### config.mk
export PLATFORM = sky130hd
export DESIGN_NAME = mcu_system_top
export DESIGN_NICKNAME = d
export VERILOG_FILES = /design/src/rtl/mcu_system_top.sv
export SDC_FILE = /design/constraint.sdc
export NUM_CORES = 1
export LEC_CHECK = 0
export BUFFER_PORTS_ARGS = -buffer_cell sky130_fd_sc_hd__buf_2
export CORE_MARGIN = 1.5
export CORE_UTILIZATION = 45
export DETAILED_ROUTE_END_ITERATION = 16
export SLEW_MARGIN = 20
export SYNTH_ARGS = -nofsm -noshare
export SYNTH_HDL_FRONTEND = slang
export SYNTH_SLANG_ARGS = --single-unit
### constraint.sdc
create_clock -name HCLK -period 3.5 [get_ports HCLK]
set_input_delay 0.525 -clock HCLK [delete_from_list [all_inputs] [get_ports HCLK]]
set_output_delay 0.525 -clock HCLK [all_outputs]
set_load 0.02 [all_outputs]
### src/rtl/mcu_system_top.sv
// UART1 -> 4-entry FIFO -> UART0 bridge with RS-485 driver enable and status word.
// Define SPI_MIRROR_EN to also mirror every forwarded byte onto the SPI master (SS0).
//   RX state | meaning
//   IDLE     | waiting for a falling edge on synced RXD1
//   START    | half-bit wait, re-check start bit
//   DATA     | sampling 8 data bits LSB first at mid-bit
//   STOP     | sampling stop bit, push or flag framing error
module mcu_system_top #(
    parameter int BIT_CYCLES = 64
) (
    input  logic        HCLK,
    input  logic        HRESETn,
    input  logic        RXD1,
    output logic        RTS1,
    output logic        TXD1,
    output logic        TXD1_EN,
    input  logic        CTS1,
    output logic        TXD0,
    output logic        TXD0_EN,
    input  logic        CTS0,
    input  logic        RXD0,
    output logic        RTS0,
    input  logic        EXTIN,
    output logic        MOSI,
    output logic        SCK,
    input  logic        MISO,
    output logic        SS0,
    output logic        SS1,
    output logic        SS2,
    output logic        SS3,
    output logic [15:0] SYSTEM_OUT
);
    localparam int TW = $clog2(BIT_CYCLES);
    localparam logic [TW-1:0] FULL_BIT = TW'(BIT_CYCLES - 1);
    localparam logic [TW-1:0] HALF_BIT = TW'(BIT_CYCLES / 2 - 1);

    typedef enum logic [1:0] {RX_IDLE, RX_START, RX_DATA, RX_STOP} rx_state_t;

    logic unused_inputs;
    assign unused_inputs = ^{CTS1, RXD0, MISO};

    assign TXD1    = 1'b1;
    assign TXD1_EN = 1'b0;
    assign RTS0    = 1'b0;
    assign SS1     = 1'b1;
    assign SS2     = 1'b1;
    assign SS3     = 1'b1;

    logic rxd_meta, rxd_sync, rxd_prev;
    logic cts_meta, cts_sync, ext_meta, ext_sync;

    always_ff @(posedge HCLK) begin
        if (HRESETn) begin
            rxd_meta <= 1'b1;
            rxd_sync <= 1'b1;
            rxd_prev <= 1'b1;
            cts_meta <= 1'b0;
            cts_sync <= 1'b0;
            ext_meta <= 1'b0;
            ext_sync <= 1'b0;
        end else begin
            rxd_meta <= RXD1;
            rxd_sync <= rxd_meta;
            rxd_prev <= rxd_sync;
            cts_meta <= CTS0;
            cts_sync <= cts_meta;
            ext_meta <= EXTIN;
            ext_sync <= ext_meta;
        end
    end

    rx_state_t       rx_state;
    logic [TW-1:0]   rx_timer;
    logic [2:0]      rx_bit;
    logic [7:0]      rx_shreg;
    logic            ferr;
    logic            rx_push;

    assign rx_push = (rx_state == RX_STOP) && (rx_timer == '0) && rxd_sync;

    always_ff @(posedge HCLK) begin
        if (HRESETn) begin
            rx_state <= RX_IDLE;
            rx_timer <= '0;
            rx_bit   <= '0;
            rx_shreg <= '0;
            ferr     <= 1'b0;
        end else begin
            case (rx_state)
                RX_IDLE: begin
                    if (rxd_prev && !rxd_sync) begin
                        rx_state <= RX_START;
                        rx_timer <= HALF_BIT;
                    end
                end
                RX_START: begin
                    if (rx_timer == '0) begin
                        rx_state <= rxd_sync ? RX_IDLE : RX_DATA;
                        rx_timer <= FULL_BIT;
                        rx_bit   <= '0;
                    end else begin
                        rx_timer <= rx_timer - 1'b1;
                    end
                end
                RX_DATA: begin
                    if (rx_timer == '0) begin
                        rx_shreg <= {rxd_sync, rx_shreg[7:1]};
                        rx_timer <= FULL_BIT;
                        if (rx_bit == 3'd7) rx_state <= RX_STOP;
                        else                rx_bit   <= rx_bit + 1'b1;
                    end else begin
                        rx_timer <= rx_timer - 1'b1;
                    end
                end
                default: begin
                    if (rx_timer == '0) begin
                        rx_state <= RX_IDLE;
                        if (!rxd_sync) ferr <= 1'b1;
                    end else begin
                        rx_timer <= rx_timer - 1'b1;
                    end
                end
            endcase
        end
    end

    logic [7:0] fifo_mem [4];
    logic [1:0] wr_ptr, rd_ptr;
    logic [2:0] fifo_count;
    logic [7:0] last_byte;
    logic       ovf;
    logic       fifo_full, push_ok, pop, tx_idle, spi_idle;

    assign fifo_full = (fifo_count == 3'd4);
    assign push_ok   = rx_push && !fifo_full;
    assign pop       = (fifo_count != 3'd0) && cts_sync && ext_sync && tx_idle && spi_idle;

    always_ff @(posedge HCLK) begin
        if (push_ok) fifo_mem[wr_ptr] <= rx_shreg;
    end

    always_ff @(posedge HCLK) begin
        if (HRESETn) begin
            wr_ptr     <= '0;
            rd_ptr     <= '0;
            fifo_count <= '0;
            last_byte  <= '0;
            ovf        <= 1'b0;
        end else begin
            if (push_ok) wr_ptr <= wr_ptr + 1'b1;
            if (pop)     rd_ptr <= rd_ptr + 1'b1;
            case ({push_ok, pop})
                2'b10:   fifo_count <= fifo_count + 1'b1;
                2'b01:   fifo_count <= fifo_count - 1'b1;
                default: fifo_count <= fifo_count;
            endcase
            if (rx_push) last_byte <= rx_shreg;
            if (rx_push && fifo_full) ovf <= 1'b1;
        end
    end

    // The stop-bit's last cycle counts as idle so back-to-back frames stay exactly 10 bits.
    logic          tx_busy, txd0_q, txd0_en_q;
    logic [TW-1:0] tx_timer;
    logic [3:0]    tx_bit;
    logic [8:0]    tx_shreg;

    assign tx_idle = !tx_busy || ((tx_timer == '0) && (tx_bit == 4'd9));

    always_ff @(posedge HCLK) begin
        if (HRESETn) begin
            tx_busy   <= 1'b0;
            txd0_q    <= 1'b1;
            txd0_en_q <= 1'b0;
            tx_timer  <= '0;
            tx_bit    <= '0;
            tx_shreg  <= '0;
        end else if (pop) begin
            tx_busy   <= 1'b1;
            txd0_q    <= 1'b0;
            txd0_en_q <= 1'b1;
            tx_timer  <= FULL_BIT;
            tx_bit    <= '0;
            tx_shreg  <= {1'b1, fifo_mem[rd_ptr]};
        end else if (tx_busy) begin
            if (tx_timer == '0) begin
                if (tx_bit == 4'd9) begin
                    tx_busy   <= 1'b0;
                    txd0_q    <= 1'b1;
                    txd0_en_q <= 1'b0;
                end else begin
                    txd0_q   <= tx_shreg[0];
                    tx_shreg <= {1'b1, tx_shreg[8:1]};
                    tx_bit   <= tx_bit + 1'b1;
                    tx_timer <= FULL_BIT;
                end
            end else begin
                tx_timer <= tx_timer - 1'b1;
            end
        end
    end

    assign TXD0    = txd0_q;
    assign TXD0_EN = txd0_en_q;

`ifdef SPI_MIRROR_EN
    // spi_cnt counts cycles since SS0 fell: SCK high on cnt[1], MOSI shifts on each fall.
    logic       spi_busy, spi_sck, spi_mosi, spi_ss;
    logic [5:0] spi_cnt, spi_cnt_nxt;
    logic [7:0] spi_shreg;

    assign spi_cnt_nxt = spi_cnt + 6'd1;
    assign spi_idle    = !spi_busy;

    always_ff @(posedge HCLK) begin
        if (HRESETn) begin
            spi_busy  <= 1'b0;
            spi_sck   <= 1'b0;
            spi_mosi  <= 1'b0;
            spi_ss    <= 1'b1;
            spi_cnt   <= '0;
            spi_shreg <= '0;
        end else if (pop) begin
            spi_busy  <= 1'b1;
            spi_ss    <= 1'b0;
            spi_sck   <= 1'b0;
            spi_mosi  <= fifo_mem[rd_ptr][7];
            spi_shreg <= {fifo_mem[rd_ptr][6:0], 1'b0};
            spi_cnt   <= '0;
        end else if (spi_busy) begin
            spi_cnt <= spi_cnt_nxt;
            spi_sck <= (spi_cnt_nxt < 6'd32) && spi_cnt_nxt[1];
            if ((spi_cnt_nxt[1:0] == 2'b00) && (spi_cnt_nxt < 6'd32)) begin
                spi_mosi  <= spi_shreg[7];
                spi_shreg <= {spi_shreg[6:0], 1'b0};
            end
            if (spi_cnt_nxt == 6'd34) begin
                spi_busy <= 1'b0;
                spi_ss   <= 1'b1;
                spi_mosi <= 1'b0;
            end
        end
    end

    assign SCK  = spi_sck;
    assign MOSI = spi_mosi;
    assign SS0  = spi_ss;
`else
    assign spi_idle = 1'b1;
    assign SCK      = 1'b0;
    assign MOSI     = 1'b0;
    assign SS0      = 1'b1;
`endif

    logic        rts1_q;
    logic [15:0] sys_q;

    always_ff @(posedge HCLK) begin
        if (HRESETn) begin
            rts1_q <= 1'b0;
            sys_q  <= '0;
        end else begin
            rts1_q <= (fifo_count < 3'd4);
            sys_q  <= {last_byte, ovf, ferr, 1'b0, fifo_count, tx_busy, ext_sync};
        end
    end

    assign RTS1       = rts1_q;
    assign SYSTEM_OUT = sys_q;

endmodule

==> out/metrics.csv, run 1 <==
stage;metric;value;unit
hold_path;hold_class;in -> reg;
sta;tightest_slew;0.6708;ns
critical_path;worstPathMaxFanout;10;
hold_path;holdPathStages;2;
sta;finalMaxSlewViolations;0;
critical_path;cp-end-kind;flop;
yosys;netlist.area_leader.share;0.3466;
yosys;synth_top_flop_cell;dfxtp_1;
pwr;peakVddDrop;293.9;uV
sta;setup_tns;0;ns
yosys;yosys_warnings;0;
floorplan;die_x;106.2;um
grt;grt.total_usage;0.1766;
floorplan;initial_utilization;0.4644;
pwr;p_switching;0.9100;mW
yosys;synth_edf_count;32;
yosys;syn_area;4795;um2
cts;hold_buffers;0;
floorplan;core-area;10320;um2
critical_path;cp_top_family;simple AND/OR/NAND/NOR gates;
critical_path;critical_path.max_stage_delay;0.66;ns
critical_path;crit_chain;inv_1, ha_1, or4b_1, a2111oi_4, inv_1, ha_1, inv_1, fa_1, xor2_1, or3_1, a21oi_1;
critical_path;crit_buf_inv;3;
grt;grt_pass1_vias;3136;
route;dr.max_layer_used;met4;
placement;place_congestion;0.7710;
yosys;syn_inst;440;
finish;fin_nets;488;
finish;area_delta_synth_final;17.35;%
pwr;p_leak;2.054;nW
cts;clock_sinks;115;
grt;grt_pass1_wl;15390;um
floorplan;ioPinCount;36;
pwr;p_int;2.704;mW
finish;final_cell_mix;83 x dfxtp_1, 32 x a21oi_1, 32 x edfxtp_1;
finish;regArea;2623;um2
grt;grt_max_degree;37;
finish;diodes;0;
route;vias;3303;
finish;drive_above_1_share;0.1723;
pwr;p_sw_frac;0.2518;
yosys;synth.avg_cell_area;10.90;um2
cts;clock_latency;0.51;ns
grt;antenna_found_initial;0;
finish;fin_util;0.5450;
critical_path;critPathLaunch;rx_timer[0]$_SDFFE_PP0P_;
sta;period_share;0.8696;
sta;worst_slack;0.4563;ns
finish;multiInputGateArea;1937;um2
placement;io_buffers;22;
route;postRouteAntennaNets;0;
critical_path;worstSetupPathType;reg -> reg;
sta;period_needed;3.044;ns
cts;cts.clk_slew.worst_paths;0.06;ns
route;drt-initial-drc-count;198;
pwr;seqPwrFrac;0.403;
route;routedLengthMet1;4372;um
status;outcome;complete, no violations;
yosys;synth-seq-cells;115;
yosys;synth_cell_types;60;
yosys;ys_seq_area_frac;0.5470;
route;route.met3.wl;350;um
route;routed_wirelength;9169;um
cts;cts_tree;done;
cts;clk_path_buf_depth;2;
flow_run;cap_violations;0;
finish;layout_commonest_cell;dfxtp_1;
cts;h-tree-depth;4;
pwr;p_per_area;642.3;nW/um2
critical_path;crit_arrival;3.48;ns
pwr;clkPwrFrac;0.490;
route;routedWlPerCell;14.98;um
route;dr.pass1.iters;5;
critical_path;path_common_cell;inv_1;
sta;rsz0062_at_grt;no;
critical_path;r2r_start;rx_timer[0]$_SDFFE_PP0P_;
floorplan;die_h;106.2;um
finish;num-fill-cells;865;
grt;overflow;0;
sta;final-setup-viol-count;0;
cts;cts.repair.resized;0;
route;drc;0;
critical_path;ff2ff_path_depth;11;
placement;post-place-ws;0.4866;ns
floorplan;die-area;11280;um2
sta;final_hold_viol_count;0;
cts;cts_made_buffers;17;
placement;dp_hpwl;5983;um
yosys;async_flop_share;0;
critical_path;cp.depth;11;
cts;cts_root_buf;clkbuf_8;
critical_path;start_kind;flop;
critical_path;cp.required;3.93;ns
sta;finalClockSkew;0.005046;ns
route;route.met2.wl;4347;um
yosys;synth_top_cell_by_area;dfxtp_1;
pwr;power_frac_comb;0.107;
cts;cts_setup_buffers;0;
route;via_per_inst;5.397;
sta;fmax;328.6;MHz
hold_path;min_from;RXD1;
floorplan;std_cell_rows;37;
sta;slew_headroom;0.5528;
yosys;synthTopCellsByArea;dfxtp_1 35%, edfxtp_1 20%, ha_1 4.2%, mux4_2 3.8%, a21oi_1 3.3%;
critical_path;crit_path_top_delay_cell;or4b_1;
[worst paths after layout]
check	slack, ns	to
setup / recovery	0.46	fifo_count[2]$_SDFFE_PP0P_
setup reg to reg	0.46	fifo_count[2]$_SDFFE_PP0P_
hold / removal	0.21	rxd_meta$_SDFF_PP1_
hold reg to reg	0.41	rxd_sync$_SDFF_PP1_
[power groups by stage]
stage / clock network, mW / registers (mW) / logic [mW]
detailed placement: 0 / 1.48 / 0.377
global route: 1.86 / 1.47 / 0.432
floorplan: 0 / 1.46 / 0.357
finish: 1.77 / 1.46 / 0.387
CTS: 1.80 / 1.46 / 0.381
global placement: 0 / 1.48 / 0.379
[final cells by class]
cell class / instances / share of cell area
flip-flops and latches: 115 / 0.4661
clock buffers: 23 / 0.09228
multi-input cells: 275 / 0.3442
inverters: 23 / 0.01534
repair buffers: 31 / 0.03158
clock inverters: 9 / 0.02024
well taps: 136 / 0.03024
[cell usage after synthesis, types with 4 or more instances]
master	n
clkbuf_1	19
a211oi_1	5
o32ai_1	4
nor3_1	9
buf_4	10
nor2_1	31
a311oi_1	10
inv_1	23
and2_1	6
or3_1	6
ha_1	16
dfxtp_1	83
o21ai_0	14
edfxtp_1	32
nand2_1	13
mux4_2	8
mux2i_1	10
nor2b_1	17
nand3_1	27
a21oi_1	32
[routing by layer]
layer,global-route usage,up-vias
li1,-,1638
met1,0.2255,1591
met2,0.2793,67
met3,0.04660,7
met4,0.08301,0
met5,0,-
[registers in the layout (all words and copies together), names as in the netlist, 4 cells and up, named ones only]
register,cells
rx_timer,6
tx_shreg,9
last_byte,8
SYSTEM_OUT,15
tx_timer,6
tx_bit,4
fifo_mem,32
rx_shreg,8
[through the flow]
step           std cells  power (mW)  area [um2]  hold slack [ns]
2_1_floorplan        448       1.818        4825           0.3895
4_1_cts              612       3.639        5627           0.1929
5_1_grt              612       3.759        5627           0.1911
3_5_place_dp         580       1.862        4994           0.4053
3_3_place_gp         580       1.862        4994           0.3941
6_report             612       3.614        5627           0.2100
[cell families after synthesis]
| logic type | Yosys count | share of synthesized area |
|---|---|---|
| AOI/OAI and AO/OA | 99 | 0.1456 |
| xor gates and xnor gates | 5 | 0.009135 |
| adders and majority gates | 17 | 0.04593 |
| buffers and inverters | 58 | 0.05532 |
| DFF | 115 | 0.5470 |
| muxes | 20 | 0.06315 |
| other | 2 | 0.001566 |
| and+or+nand+nor | 124 | 0.1323 |
(Power assumes the default switching activity.)
==> inputs of run 2 (changes only) <==
--- a/config.mk
+++ b/config.mk
@@ -6,7 +6,6 @@
 export NUM_CORES = 1
 export LEC_CHECK = 0
 export BUFFER_PORTS_ARGS = -buffer_cell sky130_fd_sc_hd__buf_2
-export CORE_MARGIN = 1.5
 export CORE_UTILIZATION = 45
 export DETAILED_ROUTE_END_ITERATION = 16
 export SLEW_MARGIN = 20
==> constraint.sdc (replaced) <==
create_clock -name HCLK -period 3.5 [get_ports HCLK]
set_input_delay 0.7 -clock HCLK [delete_from_list [all_inputs] [get_ports HCLK]]
set_output_delay 0.7 -clock HCLK [all_outputs]
set_load 0.02 [all_outputs]
==> out/metrics.csv, run 2 (synthesis results as in run 1) <==
stage;metric;value;unit;change
hold_path;min_from;RXD1;;unchanged
sta;tightest_slew;0.7522;ns;was 0.6708 ns
finish;diodes;0;;unchanged
cts;h-tree-depth;4;;unchanged
route;drc;0;;unchanged
critical_path;worstSetupPathType;reg -> reg;;unchanged
cts;cts.repair.resized;0;;unchanged
route;routedWlPerCell;14.81;um;was 14.98 um
finish;num-fill-cells;905;;was 865
sta;final-setup-viol-count;0;;unchanged
status;outcome;complete, no violations;;unchanged
finish;fin_nets;489;;was 488
cts;clock_latency;0.51;ns;about the same
cts;cts_root_buf;clkbuf_8;;unchanged
critical_path;start_kind;flop;;unchanged
critical_path;critPathLaunch;rx_timer[0]$_SDFFE_PP0P_;;unchanged
sta;worst_slack;0.5592;ns;was 0.4563 ns
sta;rsz0062_at_grt;no;;unchanged
finish;largest_register_ffs;32;;unchanged
critical_path;critical_path.max_stage_delay;0.67;ns;was 0.66 ns
sta;finalMaxSlewViolations;0;;unchanged
critical_path;r2r_start;rx_timer[0]$_SDFFE_PP0P_;;unchanged
critical_path;crit_chain;inv_1, ha_1, or4b_1, a2111oi_4, buf_4, inv_1, ha_1, inv_1, fa_1, xor2_1, or3_1, a21oi_1;;was inv_1, ha_1, or4b_1, a2111oi_4, inv_1, ha_1, inv_1, fa_1, xor2_1, or3_1, a21oi_1
floorplan;die_h;105.2;um;was 106.2 um
sta;fmax;340.0;MHz;was 328.6 MHz
finish;area_delta_synth_final;15.79;%;was 17.35%
pwr;peakVddDrop;317.4;uV;was 293.9 uV
grt;grt_pass1_wl;15560;um;was 15,390 um
route;dr.pass1.iters;5;;unchanged
cts;cts.clk_slew.worst_paths;0.05;ns;was 0.06 ns
cts;hold_buffers;0;;unchanged
finish;fin_util;0.5378;;was 0.5450
route;routed_wirelength;9078;um;was 9169 um
finish;drive_above_1_share;0.1572;;was 0.1723
cts;cts_made_buffers;17;;unchanged
critical_path;crit_buf_inv;4;;was 3
grt;grt_pass1_vias;3165;;was 3,136
critical_path;worstPathMaxFanout;10;;unchanged
placement;post-place-ws;0.5801;ns;was 0.4866 ns
floorplan;ioPinCount;36;;unchanged
floorplan;std_cell_rows;37;;unchanged
cts;cts_setup_buffers;0;;unchanged
grt;overflow;0;;unchanged
floorplan;die-area;11070;um2;was 11,280 um2
placement;io_buffers;22;;unchanged
sta;final_hold_viol_count;0;;unchanged
sta;finalClockSkew;0.008420;ns;was 0.005046 ns
sta;hold_slack;0.3768;ns;was 0.2100 ns
cts;clock_sinks;115;;unchanged
floorplan;die_x;105.2;um;was 106.2 um
route;vias;3267;;was 3,303
route;route.met3.wl;360;um;was 350 um
cts;cts_tree;done;;unchanged
grt;antenna_found_initial;0;;unchanged
finish;stdcell_area;5552;um2;was 5627 um2
placement;place_congestion;0.8001;;was 0.7710
floorplan;initial_utilization;0.4644;;unchanged
route;via_per_inst;5.330;;was 5.397
critical_path;cp-end-kind;flop;;unchanged
grt;grt_max_degree;42;;was 37
critical_path;cp_top_family;simple AND/OR/NAND/NOR gates;;unchanged
route;dr.max_layer_used;met4;;unchanged
sta;setup_tns;0;ns;unchanged
finish;layout_commonest_cell;dfxtp_1;;unchanged
flow_run;cap_violations;0;;unchanged
hold_path;hold_class;in -> reg;;unchanged
finish;top_register;fifo_mem;;unchanged
critical_path;cp.required;3.93;ns;about the same
cts;clk_path_buf_depth;2;;unchanged
placement;placed_cell_area;5001;um2;was 4994 um2
sta;period_share;0.8402;;was 0.8696
critical_path;crit_path_top_delay_cell;or4b_1;;unchanged
pwr;p_per_area;618.1;nW/um2;was 642.3 nW/um2
floorplan;core-area;10320;um2;unchanged
grt;grt.total_usage;0.1828;;was 0.1766
sta;slew_headroom;0.4986;;was 0.5528
critical_path;path_common_cell;inv_1;;unchanged
placement;dp_hpwl;5831;um;was 5983 um
route;drt-initial-drc-count;165;;was 198
route;routedLengthMet1;4284;um;was 4372 um
finish;final_cell_mix;83 x dfxtp_1, 32 x a21oi_1, 32 x edfxtp_1;;unchanged
critical_path;crit_arrival;3.37;ns;was 3.48 ns
route;postRouteAntennaNets;0;;unchanged
route;route.met2.wl;4360;um;was 4347 um
sta;period_needed;2.941;ns;was 3.044 ns
pwr;p_leak;2.018;nW;was 2.054 nW
==> run 2: cell types whose count changed in the layout (fill, tap and decap cells not counted) <==
cell / delta
inv_4: -1
clkinvlp_4: -1
clkinv_1: +1
bufinv_16: -1
clkbuf_1: +7
clkinv_2: +1
buf_4: +1
clkbuf_8: -1
clkbuf_16: -1
clkinv_4: -4
==> run 2: final timing paths <==
path / endpoint / slack [ns] / depth (start not counted)
worst min register to register: rxd_sync$_SDFF_PP1_ / 0.43 / 1
worst max-delay path: fifo_count[2]$_SDFFE_PP0P_ / 0.56 / 12
worst max register to register: fifo_count[2]$_SDFFE_PP0P_ / 0.56 / 12
worst min-delay path: rxd_meta$_SDFF_PP1_ / 0.38 / 2
==> run 2: final cells by class <==
cell class	count	area, um2	area share
timing repair buffer	32	185.2	0.03336
clock buffer	28	506.7	0.09128
sequential	115	2623	0.4724
tap	136	170.2	0.03065
multi-input combinational	275	1937	0.3489
clock inverter	4	43.79	0.007888
inverter	23	86.33	0.01555
==> run 2: routing by layer <==
layer | vias up | global-route usage
li1 | 1628 | -
met1 | 1562 | 0.2348
met2 | 73 | 0.2838
met3 | 4 | 0.06432
met4 | 0 | 0.06740
met5 | - | 0
==> run 2: power breakdown <==
part	internal, mW	switching [mW]	total, mW	leakage [nW]
registers	1.40	0.0574	1.46	0.968
clock network	1.04	0.549	1.58	0.270
logic	0.126	0.262	0.387	0.781
==> run 2: worst register-to-register path, stage by stage, from the launching register on <==
cell	delay, ns
dfxtp_1	0.33
inv_1	0.08
ha_1	0.18
or4b_1	0.67
a2111oi_4	0.39
buf_4	0.20
inv_1	0.05
ha_1	0.21
inv_1	0.07
fa_1	0.17
xor2_1	0.07
or3_1	0.30
a21oi_1	0.13
==> run 2: through the flow <==
step / power [mW] / std cells
after floorplan: 1.818 / 448
after global placement: 1.862 / 581
after detailed placement: 1.866 / 581
after CTS: 3.461 / 613
after global routing: 3.604 / 613
final: 3.431 / 613
